File: src/rtl/stream_lane_merger_if.sv
// Stream bundle between the 2x32 splitter lanes, the merger and the
// merged 32-bit output.
//   s0_*  : lane 0 (low word) stream into the merger
//   s1_*  : lane 1 (high word) stream into the merger
//   m_*   : merged output stream with frame marker m_tlast
// Modport slave is the merger's view; master is the environment's view.
interface stream_lane_merger_if;
    localparam int unsigned DATA_W = 32;

    logic [DATA_W-1:0] s0_tdata;
    logic              s0_tvalid;
    logic              s0_tready;
    logic [DATA_W-1:0] s1_tdata;
    logic              s1_tvalid;
    logic              s1_tready;
    logic [DATA_W-1:0] m_tdata;
    logic              m_tvalid;
    logic              m_tready;
    logic              m_tlast;

    modport slave (
        input  s0_tdata, s0_tvalid, s1_tdata, s1_tvalid, m_tready,
        output s0_tready, s1_tready, m_tdata, m_tvalid, m_tlast
    );

    modport master (
        output s0_tdata, s0_tvalid, s1_tdata, s1_tvalid, m_tready,
        input  s0_tready, s1_tready, m_tdata, m_tvalid, m_tlast
    );
endinterface

File: src/rtl/stream_lane_merger.sv
// Merges the two 32-bit lanes of the stream splitter back into one stream:
// each lane is buffered in a show-ahead FIFO and pairs are emitted as
// lane0 word then lane1 word, with m_tlast on the last word of each frame.
// Ports:
//   clk, rst_n     clock, asynchronous active-low reset
//   bus            lane inputs s0_*/s1_* and merged output m_* (slave view)
//   err_clr        synchronous clear of the sticky skew error
//   frame_done     one-cycle pulse after a frame's last word is accepted
//   frame_count    completed frames, wraps at 2^16
//   lane_skew_err  sticky: lane fill levels differed by more than SKEW_MAX
module stream_lane_merger #(
    parameter int unsigned FRAME_SAMPLES = 3276,
    parameter int unsigned FIFO_DEPTH    = 16,
    parameter int unsigned SKEW_MAX      = 8
) (
    input  logic                  clk,
    input  logic                  rst_n,
    stream_lane_merger_if.slave   bus,
    input  logic                  err_clr,
    output logic                  frame_done,
    output logic [15:0]           frame_count,
    output logic                  lane_skew_err
);
    localparam int unsigned DATA_W = 32;
    localparam int unsigned PTR_W  = $clog2(FIFO_DEPTH);
    localparam int unsigned CNT_W  = PTR_W + 1;
    localparam int unsigned PAIR_W = $clog2(FRAME_SAMPLES);

    typedef enum logic {
        L0 = 1'b0,
        L1 = 1'b1
    } state_t;

    state_t            state;
    logic [PAIR_W-1:0] pair_cnt;

    logic [DATA_W-1:0] mem0 [FIFO_DEPTH];
    logic [DATA_W-1:0] mem1 [FIFO_DEPTH];
    logic [PTR_W-1:0]  wr_ptr0, rd_ptr0, wr_ptr1, rd_ptr1;
    logic [CNT_W-1:0]  cnt0, cnt1;

    logic              push0, push1, pop0, pop1, accept, last_pair;
    logic [CNT_W-1:0]  skew;

    // Handshake and output muxing, all derived from registered state
    assign bus.s0_tready = (cnt0 != CNT_W'(FIFO_DEPTH));
    assign bus.s1_tready = (cnt1 != CNT_W'(FIFO_DEPTH));
    assign push0         = bus.s0_tvalid && bus.s0_tready;
    assign push1         = bus.s1_tvalid && bus.s1_tready;

    // L1 is only entered with lane 1 non-empty, so a started pair never waits
    assign bus.m_tvalid  = (state == L1) || ((cnt0 != '0) && (cnt1 != '0));
    assign bus.m_tdata   = (state == L1) ? mem1[rd_ptr1] : mem0[rd_ptr0];
    assign last_pair     = (pair_cnt == PAIR_W'(FRAME_SAMPLES - 1));
    assign bus.m_tlast   = (state == L1) && last_pair;

    assign accept        = bus.m_tvalid && bus.m_tready;
    assign pop0          = accept && (state == L0);
    assign pop1          = accept && (state == L1);

    assign skew          = (cnt0 >= cnt1) ? (cnt0 - cnt1) : (cnt1 - cnt0);

    // Lane 0 FIFO; storage is reset so the idle output head is never X
    always_ff @(posedge clk or negedge rst_n) begin
        if (!rst_n) begin
            wr_ptr0 <= '0;
            rd_ptr0 <= '0;
            cnt0    <= '0;
            for (int unsigned i = 0; i < FIFO_DEPTH; i++) begin
                mem0[PTR_W'(i)] <= '0;
            end
        end else begin
            if (push0) begin
                mem0[wr_ptr0] <= bus.s0_tdata;
                wr_ptr0       <= wr_ptr0 + PTR_W'(1);
            end
            if (pop0) begin
                rd_ptr0 <= rd_ptr0 + PTR_W'(1);
            end
            if (push0 && !pop0) begin
                cnt0 <= cnt0 + CNT_W'(1);
            end else if (pop0 && !push0) begin
                cnt0 <= cnt0 - CNT_W'(1);
            end
        end
    end

    // Lane 1 FIFO
    always_ff @(posedge clk or negedge rst_n) begin
        if (!rst_n) begin
            wr_ptr1 <= '0;
            rd_ptr1 <= '0;
            cnt1    <= '0;
            for (int unsigned i = 0; i < FIFO_DEPTH; i++) begin
                mem1[PTR_W'(i)] <= '0;
            end
        end else begin
            if (push1) begin
                mem1[wr_ptr1] <= bus.s1_tdata;
                wr_ptr1       <= wr_ptr1 + PTR_W'(1);
            end
            if (pop1) begin
                rd_ptr1 <= rd_ptr1 + PTR_W'(1);
            end
            if (push1 && !pop1) begin
                cnt1 <= cnt1 + CNT_W'(1);
            end else if (pop1 && !push1) begin
                cnt1 <= cnt1 - CNT_W'(1);
            end
        end
    end

    // Output sequencer with pair/frame counting
    always_ff @(posedge clk or negedge rst_n) begin
        if (!rst_n) begin
            state       <= L0;
            pair_cnt    <= '0;
            frame_count <= '0;
            frame_done  <= 1'b0;
        end else begin
            frame_done <= 1'b0;
            case (state)
                L0: begin
                    if (accept) begin
                        state <= L1;
                    end
                end
                L1: begin
                    if (accept) begin
                        state <= L0;
                        if (last_pair) begin
                            pair_cnt    <= '0;
                            frame_count <= frame_count + 16'd1;
                            frame_done  <= 1'b1;
                        end else begin
                            pair_cnt <= pair_cnt + PAIR_W'(1);
                        end
                    end
                end
                default: state <= L0;
            endcase
        end
    end

    // Sticky skew error; a new violation wins over a simultaneous clear
    always_ff @(posedge clk or negedge rst_n) begin
        if (!rst_n) begin
            lane_skew_err <= 1'b0;
        end else if (skew > CNT_W'(SKEW_MAX)) begin
            lane_skew_err <= 1'b1;
        end else if (err_clr) begin
            lane_skew_err <= 1'b0;
        end
    end
endmodule

File: src/flat_wrapper.sv
// flat-port wrapper written by rule: the top's interface ports become plain ports
module stream_lane_merger_flat 
#(
    parameter int unsigned FRAME_SAMPLES = 3276,
    parameter int unsigned FIFO_DEPTH    = 16,
    parameter int unsigned SKEW_MAX      = 8
)
  (clk, rst_n, err_clr, frame_done, frame_count, lane_skew_err, bus_s0_tdata, bus_s0_tvalid, bus_s1_tdata, bus_s1_tvalid, bus_m_tready, bus_s0_tready, bus_s1_tready, bus_m_tdata, bus_m_tvalid, bus_m_tlast);
  stream_lane_merger_if bus_i ();
  input  logic clk;
  input  logic rst_n;
  input  logic err_clr;
  output logic frame_done;
  output logic [15:0] frame_count;
  output logic lane_skew_err;
  input wire logic [$bits(bus_i.s0_tdata)-1:0] bus_s0_tdata;
  input wire logic [$bits(bus_i.s0_tvalid)-1:0] bus_s0_tvalid;
  input wire logic [$bits(bus_i.s1_tdata)-1:0] bus_s1_tdata;
  input wire logic [$bits(bus_i.s1_tvalid)-1:0] bus_s1_tvalid;
  input wire logic [$bits(bus_i.m_tready)-1:0] bus_m_tready;
  output wire logic [$bits(bus_i.s0_tready)-1:0] bus_s0_tready;
  output wire logic [$bits(bus_i.s1_tready)-1:0] bus_s1_tready;
  output wire logic [$bits(bus_i.m_tdata)-1:0] bus_m_tdata;
  output wire logic [$bits(bus_i.m_tvalid)-1:0] bus_m_tvalid;
  output wire logic [$bits(bus_i.m_tlast)-1:0] bus_m_tlast;
  assign bus_i.s0_tdata = bus_s0_tdata;
  assign bus_i.s0_tvalid = bus_s0_tvalid;
  assign bus_i.s1_tdata = bus_s1_tdata;
  assign bus_i.s1_tvalid = bus_s1_tvalid;
  assign bus_i.m_tready = bus_m_tready;
  assign bus_s0_tready = bus_i.s0_tready;
  assign bus_s1_tready = bus_i.s1_tready;
  assign bus_m_tdata = bus_i.m_tdata;
  assign bus_m_tvalid = bus_i.m_tvalid;
  assign bus_m_tlast = bus_i.m_tlast;
  stream_lane_merger #(.FRAME_SAMPLES(FRAME_SAMPLES), .FIFO_DEPTH(FIFO_DEPTH), .SKEW_MAX(SKEW_MAX)) u_core (.clk(clk), .rst_n(rst_n), .bus(bus_i), .err_clr(err_clr), .frame_done(frame_done), .frame_count(frame_count), .lane_skew_err(lane_skew_err));
endmodule
File: config.mk
export PLATFORM = sky130hd
export DESIGN_NAME = stream_lane_merger_flat
export DESIGN_NICKNAME = d
export VERILOG_FILES = /design/src/rtl/stream_lane_merger_if.sv /design/src/rtl/stream_lane_merger.sv /design/src/flat_wrapper.sv
export SDC_FILE = /design/constraint.sdc
export NUM_CORES = 2
export LEC_CHECK = 0
export ABC_CLOCK_PERIOD_IN_PS = 3600
export CAP_MARGIN = 25
export CORE_AREA = 4 4 205 407
export CTS_BUF_LIST = sky130_fd_sc_hd__clkbuf_4 sky130_fd_sc_hd__clkbuf_8 sky130_fd_sc_hd__clkbuf_16
export DETAILED_ROUTE_END_ITERATION = 10
export DIE_AREA = 0 0 209 411
export GPL_ROUTABILITY_DRIVEN = 0
export PLACE_DENSITY = 0.88
export REMOVE_ABC_BUFFERS = 1
export SYNTH_ARGS = -nofsm -noshare
export SYNTH_HDL_FRONTEND = slang
export SYNTH_SLANG_ARGS = --single-unit
File: constraint.sdc
create_clock -name clk -period 3.6 [get_ports clk]
set_clock_uncertainty 0.2 [all_clocks]
set_input_delay 1.08 -clock clk [delete_from_list [all_inputs] [get_ports clk]]
set_output_delay 1.08 -clock clk [all_outputs]
set_load 0.01 [all_outputs]
# Yosys cells after proc, flatten, opt, wreduce, memory -nomap -nowiden
# Index checks and enable logic that the tools add are counted.
dict set report totals {
  ff_bits 1081
  latch_bits 0
  mem_bits_rw 0
  mem_bits_ro 0
  inputBits 70
  out_inout_bits 54
  word_cells 123
  n_memories 0
}
dict set report op_classes {
  n_addsub 12
  mul 0
  div_mod_pow 0
  n_lt_le_gt_ge 8
  n_eq_ne 3
  shift 0
  mux 27
  n_bitwise 5
  n_reduce_logical 25
}
# cell count
set op_table {}
lappend op_table {{$bwmux W512} 2}
lappend op_table {{$bmux W32 S4} 2}
lappend op_table {{$demux W32 S4} 2}
lappend op_table {{$mux W32} 7}
lappend op_table {{$mux W5} 5}
lappend op_table {{$ge A5 B5 Y1 const B} 4}
lappend op_table {{$not A4 Y5} 4}
lappend op_table {{$add A16 B1 Y16 const B} 1}
lappend op_table {{$add A4 B1 Y4 const B} 4}
lappend op_table {{$logic_and A1 B1 Y1} 13}
lappend op_table {{$add A12 B1 Y12 const B} 1}
lappend op_table {{$eq A12 B12 Y1 const B} 1}
lappend op_table {{$mux W12} 1}
lappend op_table {{$add A5 B1 Y5 const B} 2}
lappend op_table {{$lt A5 B1 Y1 const B} 2}
lappend op_table {{$ne A5 B5 Y1 const B} 2}
lappend op_table {{$reduce_bool A5 Y1} 2}
lappend op_table {{$sub A5 B1 Y5 const B} 2}
lappend op_table {{$sub A5 B5 Y5} 2}
lappend op_table {{$mux W1} 7}
lappend op_table {{$reduce_bool A2 Y1} 3}
lappend op_table {{$ge A5 B5 Y1} 1}
lappend op_table {{$gt A5 B4 Y1 const B} 1}
lappend op_table {{$logic_not A1 Y1} 4}
lappend op_table {{other kinds (5)} 5}

# Depth between registers and ports, before layout
dict set report logic_depth {
  depth_word 8
  depth_mapped 14
  mapped_depth_nobuf 14
}

# Worst setup path after synthesis
# OpenSTA, ideal clock, no wires.
dict set report synth_timing {
  path_kind {register -> output}
  from {reg u_core.rd_ptr1[0]}
  to {out bus_m_tdata[13]}
  arrival_time_ns 2.024
  t_required_ns 2.320
  slack_ns 0.296
  stages_incl_launch_ff 8
  n_path_buf 3
  cell_sequence {dfrtp_1 clkbuf_1 buf_6 buf_2 mux4_2 mux4_2 nand2_1 nand2_1}
}
dict set report synth_between {
  elab_chain_cells 5
}
# item line
set synth_lines {}
lappend synth_lines {{start, declared} stream_lane_merger.sv:39} ;# logic [PTR_W-1:0] wr_ptr0, rd_ptr0, wr_ptr1, rd_ptr1;
lappend synth_lines {{start signal, assigned} stream_lane_merger.sv:103} ;# rd_ptr1 <= rd_ptr1 + PTR_W'(1);
lappend synth_lines {{$not A4 Y5 (implied by the code)} stream_lane_merger.sv:53} ;# assign bus.m_tdata = (state == L1) ? mem1[rd_ptr1] : mem0[rd_ptr0];
lappend synth_lines {{$bmux W32 S4} stream_lane_merger.sv:53}
lappend synth_lines {{$mux W32 (implied by the code) (2 in a row)} stream_lane_merger.sv:53}
lappend synth_lines {{$mux W32} stream_lane_merger.sv:53}
lappend synth_lines {{end, declared} flat_wrapper.sv:23} ;# output wire logic [$bits(bus_i.m_tdata)-1:0] bus_m_tdata;
# Every way passes these cells. The select of a mux whose other input is x is not followed.

# Worst setup path in the final report
dict set report layout_timing {
  from {reg u_core.rd_ptr1[0]}
  to {out bus_m_tdata[30]}
}
# Same word-level chain as after synthesis.

==> out/summary.log <==
qor: run_status.outcome finished with violations
qor: run_status.violations negative setup slack
qor: worst_setup_path.worst-path-buf-inv 5
qor: worst_setup_path.cp_cell_sequence buf_12 > buf_16 > buf_8 > buf_6 > mux4_2 > mux4_2 > nand2_2 > nand2_4 > buf_6
qor: sta.finalHoldViolCount 0
qor: drt.postRouteAntennaNets 0
qor: sta.post_route_fraction_of_the_period_consumed_by_the_critical_path 119%
qor: cells_and_area.flow.area_growth_from_synthesis 17.0%
qor: power_and_ir_drop.finalPower 58.1 mW
qor: global_routing.overall_routing_resource_usage 30.2%
qor: power_and_ir_drop.power_frac_comb 43.4%
qor: logic_synthesis.async_reset_ff_share 100%
qor: drt.drtPass1Iterations 5
qor: clocking.clock_sink_count 1081
qor: worst_setup_path.timing.critical_path.from_type register
qor: run.max_cap_violations 0
qor: drt.drt_iter0_drc 2551
qor: worst_setup_path.worstSetupPathType register to primary output
qor: logic_synthesis.seq_area_frac_synth 54.7%
qor: floorplanning.die_boundary_height 411 um
qor: global_routing.largest_net_degree_at_the_start_of_global_routing 132
qor: drt.post-route-drc-count 0
qor: worst_setup_path.path_max_fanout 5
qor: floorplanning.start_util 61.7%
qor: floorplanning.design.die.area 85900 sq um
qor: clocking.cts.reportedPaths.clkPinSlew 0.07 ns
qor: sta.tns -19.44 ns
qor: sta.report.final.slew_viol_count 0
qor: global_routing.grt_first_pass_wirelength 198000 um
qor: sta.setup_viol 32
qor: floorplanning.io_pins 124
qor: power_and_ir_drop.peakVddDrop 0.000566 V
qor: clocking.post_cts_hold_buffer_count 0
qor: floorplanning.fp.coreArea 80200 sq um
qor: power_and_ir_drop.pwr-share-clk 19.4%
qor: global_routing.grt_antenna_before_repair 9
qor: power_and_ir_drop.internal_power 39.2 mW
qor: logic_synthesis.synth.cell_area 49500 sq um
qor: drt.wl_per_cell 29.8 um
qor: drt.wl 131000 um
qor: sta.worst-slew-pin-transition 0.721 ns
qor: power_and_ir_drop.power_per_unit_of_standard_cell_area 1000 nW/um^2
qor: sta.relative_slew_slack 51.9%
qor: power_and_ir_drop.cellLeakagePower 25.8 nW
qor: cells_and_area.stdcell_count 4406
qor: logic_synthesis.synth_top_area_cell sky130_fd_sc_hd__dfrtp_1
qor: placed_design.detailedPlacementHpwl 76800 um
qor: worst_setup_path.worst-endpoint-arrival 3.02 ns
qor: clocking.clk_latency 0.69 ns
qor: logic_synthesis.netlist-cell-type-count 47
qor: drt.route.vias.total 29400
qor: logic_synthesis.postSynthAreaPerCell 16.2 sq um
qor: clocking.tritoncts done
qor: logic_synthesis.synth_largest_type_area_fraction 54.7%
qor: cells_and_area.num-fill-cells 4469
qor: cells_and_area.seq_area 27100 sq um
qor: power_and_ir_drop.power.share.sequential 37.2%
qor: clocking.numCtsBuffers 93
qor: logic_synthesis.synth.area.top_cells sky130_fd_sc_hd__dfrtp_1 55%, sky130_fd_sc_hd__mux2_2 22%, sky130_fd_sc_hd__mux4_2 15%
qor: placed_design.place_worst_setup_slack -0.318 ns
qor: worst_setup_path.timing.critical_path.slowest_stage_cell sky130_fd_sc_hd__dfrtp_4
qor: worst_setup_path.crit_path_end_kind primary output
qor: floorplanning.rows 147
qor: min_path.min-delay-path-class input port to asynchronous set/reset pin
qor: cells_and_area.postLayoutCoreUtil 72.2%
qor: worst_setup_path.worst_ep_required_time 2.32 ns
qor: global_routing.first_global_vias 32900
qor: sta.rsz0062_at_grt yes
qor: power_and_ir_drop.p_sw_share 32.6%
qor: cells_and_area.ratio_of_cells_with_drive_above_1_in_the_final_layout 55.5%
qor: sta.max_freq 233 MHz
qor: power_and_ir_drop.power.switching 18.9 mW
qor: clocking.htree_num_levels 3
qor: worst_setup_path.crit_family multiplexers
qor: floorplanning.die_width 209 um
qor: placed_design.placedCellCount 4161
qor: sta.min_period 4.30 ns
qor: worst_setup_path.critical_path.max_stage_delay 0.54 ns
qor: placed_design.port_buffers 123
qor: cells_and_area.fin_nets 3382
qor: logic_synthesis.synth-seq-cells 1081
qor: clocking.longest_clk_path_bufs 3
qor: cells_and_area.multi_input_area 21300 sq um
qor: logic_synthesis.synthesis.yosys.warnings 0
qor: logic_synthesis.netlist_instances 3049
qor: logic_synthesis.synth_enable_flop_cells 0
qor: clocking.cts-root-buf sky130_fd_sc_hd__clkbuf_16
qor: drt.post_drt_via_cell_ratio 6.67
qor: global_routing.global_route.overflow_total 0
qor: sta.post-route-worst-setup-slack -0.698 ns
qor: logic_synthesis.ys_dominant_reg_cell sky130_fd_sc_hd__dfrtp_1
## through the flow
stage | hold WS, ns | instance area [sq um]
2_1_floorplan | 0.252 | 48100
3_3_place_gp | 0.267 | 53100
3_5_place_dp | 0.273 | 53100
4_1_cts | 0.0990 | 57600
5_1_grt | 0.124 | 57900
6_report | 0.108 | 57900
## placed cells by master (no fill, tap or decap), drive strengths merged, types with 10 or more instances in the layout
cell           count
dfrtp           1081
mux2            1030
mux4             320
buf              294
nand2            132
clkbuf           123
clkdlybuf4s50     89
xnor2             34
inv               33
ha                30
nand3             24
clkinv            22
nand4             17
bufinv            16
xor2              13
nor2              11
a21oi             10
and3              10
o21ai             10
## final cells by class
class,count,area share [%]
inverters,26,0.173
well taps,1043,2.25
repair buffers,388,7.97
clock inverters,54,1.37
multi-input cells,1688,36.9
diodes,5,0.0216
flip-flops and latches,1081,46.8
clock buffers,121,4.60
## worst register-to-register path: stages, from the launching register on
cell                      delay [ns]
sky130_fd_sc_hd__dfrtp_2        0.48
sky130_fd_sc_hd__nor4_4         0.31
sky130_fd_sc_hd__a22o_1         0.19
sky130_fd_sc_hd__nand2_1        0.07
sky130_fd_sc_hd__and2_1         0.19
sky130_fd_sc_hd__ha_1           0.20
sky130_fd_sc_hd__inv_1          0.07
sky130_fd_sc_hd__ha_1           0.17
sky130_fd_sc_hd__inv_1          0.09
sky130_fd_sc_hd__fa_1           0.42
sky130_fd_sc_hd__a21o_1         0.18
sky130_fd_sc_hd__a21oi_1        0.17
sky130_fd_sc_hd__xnor2_1        0.14
sky130_fd_sc_hd__nor2_1         0.07
sky130_fd_sc_hd__xnor2_1        0.12
## cell usage after synthesis (13+ instances only)
| master | n |
|---|---|
| sky130_fd_sc_hd__clkbuf_1 | 102 |
| sky130_fd_sc_hd__inv_1 | 24 |
| sky130_fd_sc_hd__buf_4 | 86 |
| sky130_fd_sc_hd__buf_2 | 45 |
| sky130_fd_sc_hd__nand2_1 | 132 |
| sky130_fd_sc_hd__mux2_1 | 67 |
| sky130_fd_sc_hd__mux2_2 | 963 |
| sky130_fd_sc_hd__xor2_1 | 13 |
| sky130_fd_sc_hd__dfrtp_1 | 1081 |
| sky130_fd_sc_hd__xnor2_1 | 34 |
| sky130_fd_sc_hd__nand4_1 | 15 |
| sky130_fd_sc_hd__mux4_2 | 320 |
| sky130_fd_sc_hd__ha_1 | 30 |
| sky130_fd_sc_hd__buf_1 | 20 |
## power groups by stage
stage                     Sequential (mW)  Clock (mW)  Combinational (mW)
after floorplan                      21.0           0                14.7
after detailed placement             21.3           0                22.7
after global placement               20.6           0                21.7
final                                21.6        11.2                25.2
after CTS                            21.2        11.3                24.5
after global routing                 21.9        11.8                26.6
## cells by family after synthesis
| group | after synthesis | synth area share, % |
|---|---|---|
| buffers and inverters | 280 | 2.91 |
| XOR/XNOR | 47 | 0.832 |
| multiplexers | 1351 | 38.0 |
| flip-flops | 1081 | 54.7 |
| adder cells (fa/ha/maj) | 34 | 0.920 |
| AND/OR/NAND/NOR | 218 | 2.17 |
| AO/OA/AOI/OAI | 38 | 0.488 |
## worst paths after layout
kind	startpoint	end	slack [ns]	depth (start not counted)
max reg2reg	u_core.cnt1[1]$_DFFE_PN0P_	u_core.cnt0[4]$_DFFE_PN0P_	0.42	14
min	rst_n	u_core.mem0[452]$_DFFE_PN0P_	0.11	1
min reg2reg	u_core.frame_count[15]$_DFFE_PN0P_	u_core.frame_count[15]$_DFFE_PN0P_	0.29	1
min in group clk	u_core.frame_count[15]$_DFFE_PN0P_	u_core.frame_count[15]$_DFFE_PN0P_	0.29	1
max in group asynchronous	rst_n	u_core.mem1[354]$_DFFE_PN0P_	2.01	2
max	u_core.rd_ptr1[0]$_DFFE_PN0P_	bus_m_tdata[30]	-0.70	9
## what timing repair did
item	CTS	global route
pin swaps	25	27
hold endpoints to repair	0	0
resized for setup	234	95
buffers inserted	50	17
cloned	11	1
endpoints found under the setup margin	35	33
## registers in the layout, summed over array words and instances (netlist names)
name                  flops
u_core.cnt0               5
u_core.cnt1               5
u_core.frame_count       16
u_core.frame_done         1
u_core.lane_skew_err      1
u_core.mem0             512
u_core.mem1             512
u_core.pair_cnt          12
u_core.rd_ptr0            4
u_core.rd_ptr1            4
u_core.state              1
u_core.wr_ptr0            4
u_core.wr_ptr1            4
## per-layer routing
layer | up-vias | wire (um) | global-route usage (%)
li1 | 11800 | - | -
met4 | 8 | 7170 | 16.1
met2 | 1362 | 70400 | 53.3
met1 | 15800 | 45200 | 35.3
met5 | - | 43 | 0
met3 | 481 | 8270 | 5.50
No activity file was read; power rests on OpenSTA's default activity.
